## src/rtl/pad_bus_responder.sv

```systemverilog
// pad_bus_responder
//   Core-side responder for a 4-phase parallel command bus driven by an
//   external tester through the input pads. Decodes read/write commands
//   against a small scratch register file and answers on the output pads.
//
// Ports
//   io_clock    core clock
//   io_reset_n  asynchronous active-low reset
//   ui_in[15:0] raw pad inputs (async): [15] strb, [14] we, [13:8] addr,
//               [7:0] wdata
//   uo_out[15:0] output pads: [15] ack, [14] err, [13:8] addr echo,
//               [7:0] rdata
//   reg_q       scratch register contents, reg n at [8n+7:8n]
module pad_bus_responder #(
  parameter int unsigned SYNC_STAGES = 2,
  parameter int unsigned NUM_REGS    = 8,
  parameter logic [7:0]  ID_VALUE    = 8'hA5
) (
  input  logic                  io_clock,
  input  logic                  io_reset_n,
  input  logic [15:0]           ui_in,
  output logic [15:0]           uo_out,
  output logic [NUM_REGS*8-1:0] reg_q
);

  typedef enum logic [1:0] {
    WAIT_LOW,
    IDLE,
    EXEC,
    ACK
  } state_t;

  state_t r_state;
  state_t w_next;

  logic [15:0]            r_sync [SYNC_STAGES];
  logic [SYNC_STAGES-1:0] r_fill;

  logic       w_s_strb;
  logic       w_s_we;
  logic [5:0] w_s_addr;
  logic [7:0] w_s_wdata;

  logic       r_we;
  logic [5:0] r_addr;
  logic [7:0] r_wdata;
  logic [7:0] r_txn;
  logic [7:0] r_regs [NUM_REGS];
  logic       r_ack;
  logic [14:0] r_resp;

  logic       w_hit;
  logic [7:0] w_reg_rd;
  logic [7:0] w_rdata;
  logic       w_err;
  logic       w_wr;

  assign w_s_strb  = r_sync[SYNC_STAGES-1][15];
  assign w_s_we    = r_sync[SYNC_STAGES-1][14];
  assign w_s_addr  = r_sync[SYNC_STAGES-1][13:8];
  assign w_s_wdata = r_sync[SYNC_STAGES-1][7:0];

  // r_fill marks when the sync chain holds post-reset samples only. The
  // chain resets to 0, so without it a strb held high across reset release
  // would look like a low-then-high edge and start a transaction.
  always_ff @(posedge io_clock or negedge io_reset_n) begin
    if (!io_reset_n) begin
      for (int unsigned i = 0; i < SYNC_STAGES; i++) begin
        r_sync[i] <= '0;
      end
      r_fill <= '0;
    end else begin
      r_sync[0] <= ui_in;
      for (int unsigned i = 1; i < SYNC_STAGES; i++) begin
        r_sync[i] <= r_sync[i-1];
      end
      r_fill <= {r_fill[SYNC_STAGES-2:0], 1'b1};
    end
  end

  always_ff @(posedge io_clock or negedge io_reset_n) begin
    if (!io_reset_n) begin
      r_state <= WAIT_LOW;
    end else begin
      r_state <= w_next;
    end
  end

  always_comb begin
    w_next = r_state;
    case (r_state)
      WAIT_LOW: if (r_fill[SYNC_STAGES-1] && !w_s_strb) w_next = IDLE;
      IDLE:     if (w_s_strb) w_next = EXEC;
      EXEC:     w_next = ACK;
      ACK:      if (!w_s_strb) w_next = IDLE;
      default:  w_next = WAIT_LOW;
    endcase
  end

  // Address decode of the captured command.
  always_comb begin
    w_hit    = 1'b0;
    w_reg_rd = '0;
    w_rdata  = '0;
    w_err    = 1'b0;
    w_wr     = 1'b0;
    for (int unsigned i = 0; i < NUM_REGS; i++) begin
      if (r_addr == 6'(i)) begin
        w_hit    = 1'b1;
        w_reg_rd = r_regs[i];
      end
    end
    if (w_hit) begin
      w_wr    = r_we;
      w_rdata = r_we ? r_wdata : w_reg_rd;
    end else if (r_addr == 6'h3E) begin
      w_rdata = r_txn;
      w_err   = r_we;
    end else if (r_addr == 6'h3F) begin
      w_rdata = ID_VALUE;
      w_err   = r_we;
    end else begin
      w_err   = 1'b1;
    end
  end

  always_ff @(posedge io_clock or negedge io_reset_n) begin
    if (!io_reset_n) begin
      r_we    <= 1'b0;
      r_addr  <= '0;
      r_wdata <= '0;
      r_txn   <= '0;
      r_ack   <= 1'b0;
      r_resp  <= '0;
      for (int unsigned i = 0; i < NUM_REGS; i++) begin
        r_regs[i] <= '0;
      end
    end else begin
      if (r_state == IDLE && w_s_strb) begin
        r_we    <= w_s_we;
        r_addr  <= w_s_addr;
        r_wdata <= w_s_wdata;
      end
      if (r_state == EXEC) begin
        r_txn  <= r_txn + 8'd1;
        r_resp <= {w_err, r_addr, w_rdata};
        r_ack  <= 1'b1;
        for (int unsigned i = 0; i < NUM_REGS; i++) begin
          if (w_wr && r_addr == 6'(i)) begin
            r_regs[i] <= r_wdata;
          end
        end
      end
      if (r_state == ACK && !w_s_strb) begin
        r_ack <= 1'b0;
      end
    end
  end

  assign uo_out = {r_ack, r_resp};

  for (genvar g = 0; g < NUM_REGS; g++) begin : g_regq
    assign reg_q[8*g +: 8] = r_regs[g];
  end

endmodule

```

## config.mk

```make
export PLATFORM = sky130hd
export DESIGN_NAME = pad_bus_responder
export DESIGN_NICKNAME = d
export VERILOG_FILES = /design/src/rtl/pad_bus_responder.sv
export SDC_FILE = /design/constraint.sdc
export NUM_CORES = 1
export LEC_CHECK = 0
export CAP_MARGIN = 5
export CORE_UTILIZATION = 55
export CTS_BUF_LIST = sky130_fd_sc_hd__clkbuf_16
export DETAILED_ROUTE_END_ITERATION = 6
export DONT_BUFFER_PORTS = 1
export PLACE_DENSITY = 0.81
export RECOVER_POWER = 25
export SYNTH_ARGS = -nofsm -noshare
export SYNTH_HDL_FRONTEND = slang
export SYNTH_SLANG_ARGS = --single-unit
```

## constraint.sdc

```tcl
create_clock -name io_clock -period 3.2 [get_ports io_clock]
set_input_delay 0.64 -clock io_clock [delete_from_list [all_inputs] [get_ports io_clock]]
set_output_delay 0.64 -clock io_clock [all_outputs]
set_load 0.02 [all_outputs]
```

==> results.cfg <==
[outcome]
status = finished with violations
violations = negative hold slack

[critical_path]
r2r-end = reg_q[24]$_DFFE_PN0P_
slowest_delay_ns = 0.60
cp.required_ns = 3.50
ff2ff_setup_slack_ns = 0.83
r2r_cells = 6
crit_slowest_cell = nor4_4
worst-path-buf-inv = 2
r2r-start = r_state[0]$_DFFE_PN0P_
critical_path.top_delay_family = simple AND/OR/NAND/NOR gates
cp-end-kind = flop
cp-start-kind = flop
criticalPathCategory = reg -> reg
cp_max_fo = 30
cp.arrival_ns = 2.67
crit_chain = inv_1 -> ha_1 -> buf_4 -> nand2_1 -> nor4_4 -> mux2_2

[power_and_ir_drop]
clkPwrFrac_pct = 30.2
sw_frac_of_total_pct = 37.81
p_int_w = 0.004162
p_leak_nw = 2.962
seqPwrFrac_pct = 49.2
ir_worst_vdd_mv = 0.4592
pwr-share-comb_pct = 20.7
power.density_mw_per_mm2 = 1037
p_switching_w = 0.002531

[routing]
vias_per_cell = 6.166
wl_um = 12730
drc = 0
vias = 3459
drtPass1Iterations = 5
post_drt_wl_per_cell_um = 22.68
postRouteAntennaNets = 0
drt_iter0_markers = 333

[cts]
path_clk_slew_ns = 0.06
cts_resized = 0
numCtsBuffers = 17
cts-root-buf = clkbuf_16
post-cts-setup-buffer-count = 0
clk_path_buf_depth = 2
cts_tree = built
clk_latency_ns = 0.42
htree_levels = 4
cts.sink_count = 139

[min_path]
min_path_type = in -> async

[final_layout]
layout-drive-gt1-share_pct = 33.64
layout_common_cells = 139 x dfrtp_1, 88 x mux2_2, 17 x o21ai_0, 17 x a21oi_1, 17 x clkbuf_16
fin_nets = 438
n_fill_cell = 698
utilization_pct = 65.10
final_cells = 561
area_growth_pct = 12.90
layout_commonest_cell = dfrtp_1
n_antenna_cell = 0

[sta]
fin_tns_setup_ns = 0
fin_crit_sh_pct = 74.00
whs_ns = -0.08073
slew_violations = 0
setup_ws_ns = 0.8321
max_freq_mhz = 422.3
hold_viol = 139
rsz0062_at_grt = no
fin_crit_ns = 2.368
relSlewSlack_pct = 48.95
tightest_slew_ns = 0.7600
finalSetupViolations = 0
clock_skew_ns = 0.01195

[grt]
grt_pass1_vias = 3623
grtUsageTotal_pct = 25.31
grt_max_degree = 140
antenna_found_initial = 0
grt-ovfl-total = 0
grt_pass1_wl_um = 20420

[place]
dp_hpwl_um = 8382
dp.cells = 529
port-buffer-count = 0
globalplace.congestion = 0.8293
dp_slack_ns = 0.8642

[logic_synthesis]
ys_warn_count = 0
ys.flop_type = dfrtp_1
ys_ff_latch = 139
ys_types = 47
syn_area_per_cell_um2 = 13.87
postSynthCellCount = 412
async_reset_ff_share_pct = 100.0
syn_area_mm2 = 0.005714
ys_seq_area_share_pct = 60.87
syn-num-nets = 435
synth_edf_count = 0

[die]
ios = 98
initial_core_util_pct = 57.66
rows = 36
coreArea_mm2 = 0.009910
die_w_um = 103.9
die_y_um = 103.9
die_area_mm2 = 0.01080

[flow_run]
maxCapViolations = 0
metrics by stage:
| step | instance area (µm²) | power, W |
|---|---|---|
| after floorplan | 5714 | 0.004195 |
| after global placement | 5838 | 0.004596 |
| after detailed placement | 5838 | 0.004677 |
| after CTS | 6451 | 0.006732 |
| after global routing | 6451 | 0.007004 |
| final | 6451 | 0.006693 |
power by group through the flow:
stage	combinational, W	sequential (W)	clock, W
5_1_grt	0.00151	0.00337	0.00213
6_report	0.00138	0.00329	0.00202
2_1_floorplan	0.00128	0.00292	0
4_1_cts	0.00139	0.00329	0.00206
3_5_place_dp	0.00136	0.00331	0
3_3_place_gp	0.00131	0.00328	0
worst max path at each step:
| stage | start | to | cells past startpoint |
|---|---|---|---|
| 4_1_cts | r_state[0]$_DFFE_PN0P_ | reg_q[30]$_DFFE_PN0P_ | 6 |
| 3_5_place_dp | r_state[0]$_DFFE_PN0P_ | reg_q[31]$_DFFE_PN0P_ | 6 |
| 5_1_grt | r_state[0]$_DFFE_PN0P_ | reg_q[10]$_DFFE_PN0P_ | 7 |
| 2_1_floorplan | r_addr[3]$_DFFE_PN0P_ | reg_q[32]$_DFFE_PN0P_ | 4 |
| 3_3_place_gp | r_addr[0]$_DFFE_PN0P_ | reg_q[28]$_DFFE_PN0P_ | 3 |
| 6_report | r_state[0]$_DFFE_PN0P_ | reg_q[24]$_DFFE_PN0P_ | 6 |
flip-flops by register name, summed over array words and instances, names as in the netlist, 2 cells and up:
| name | count |
|---|---|
| reg_q | 64 |
| r_sync | 32 |
| r_resp | 15 |
| r_txn | 8 |
| r_wdata | 8 |
| r_addr | 6 |
| r_fill | 2 |
| r_state | 2 |
metal layers:
metal	wire length, µm	GRT usage [%]	up-vias
met1	4750	30.17	1768
li1	-	-	1497
met5	0	0	-
met2	6275	39.76	161
met3	1371	10.71	33
met4	327	12.04	0
layout make-up:
cell class	count	area, µm²	area share, %
Sequential cell	139	3478	53.92
Multi-Input combinational cell	238	2088	32.37
Clock buffer	17	425.4	6.594
Clock inverter	15	187.7	2.909
Tap cell	133	166.4	2.580
Timing Repair Buffer	9	67.56	1.047
Inverter	10	37.54	0.5818
Yosys cell counts (all sizes together) (2+ instances only):
cell type | count | share of area, %
and3 | 2 | 0.24
nand3b | 2 | 0.26
buf | 19 | 1.5
nor3 | 5 | 0.61
o22ai | 2 | 0.22
xnor2 | 4 | 0.61
xor2 | 3 | 0.46
inv | 10 | 0.66
o21ai | 17 | 1.5
nand2 | 11 | 0.77
a21oi | 17 | 1.5
o32ai | 2 | 0.31
dfrtp | 139 | 61
o211ai | 2 | 0.26
o31ai | 2 | 0.26
mux4 | 4 | 1.6
nand4 | 3 | 0.33
clkbuf | 6 | 0.39
nand3 | 12 | 1.3
mux2i | 13 | 2.3
a2111oi | 2 | 0.31
nor2b | 3 | 0.33
a221oi | 3 | 0.46
mux2 | 88 | 17
a211o | 2 | 0.31
nor2 | 14 | 0.96
a211oi | 6 | 0.79
o22a | 3 | 0.46
ha | 5 | 1.1
cell families after synthesis:
group / Yosys count / share of synthesized area [%]
compound gates: 63 / 7.160
fa+ha+maj: 5 / 1.095
flops: 139 / 60.87
xor+xnor: 7 / 1.073
simple gates: 57 / 5.956
other cells: 1 / 0.06563
mux: 105 / 21.20
buf+inv: 35 / 2.584
Power figures use the tool's default switching activity.
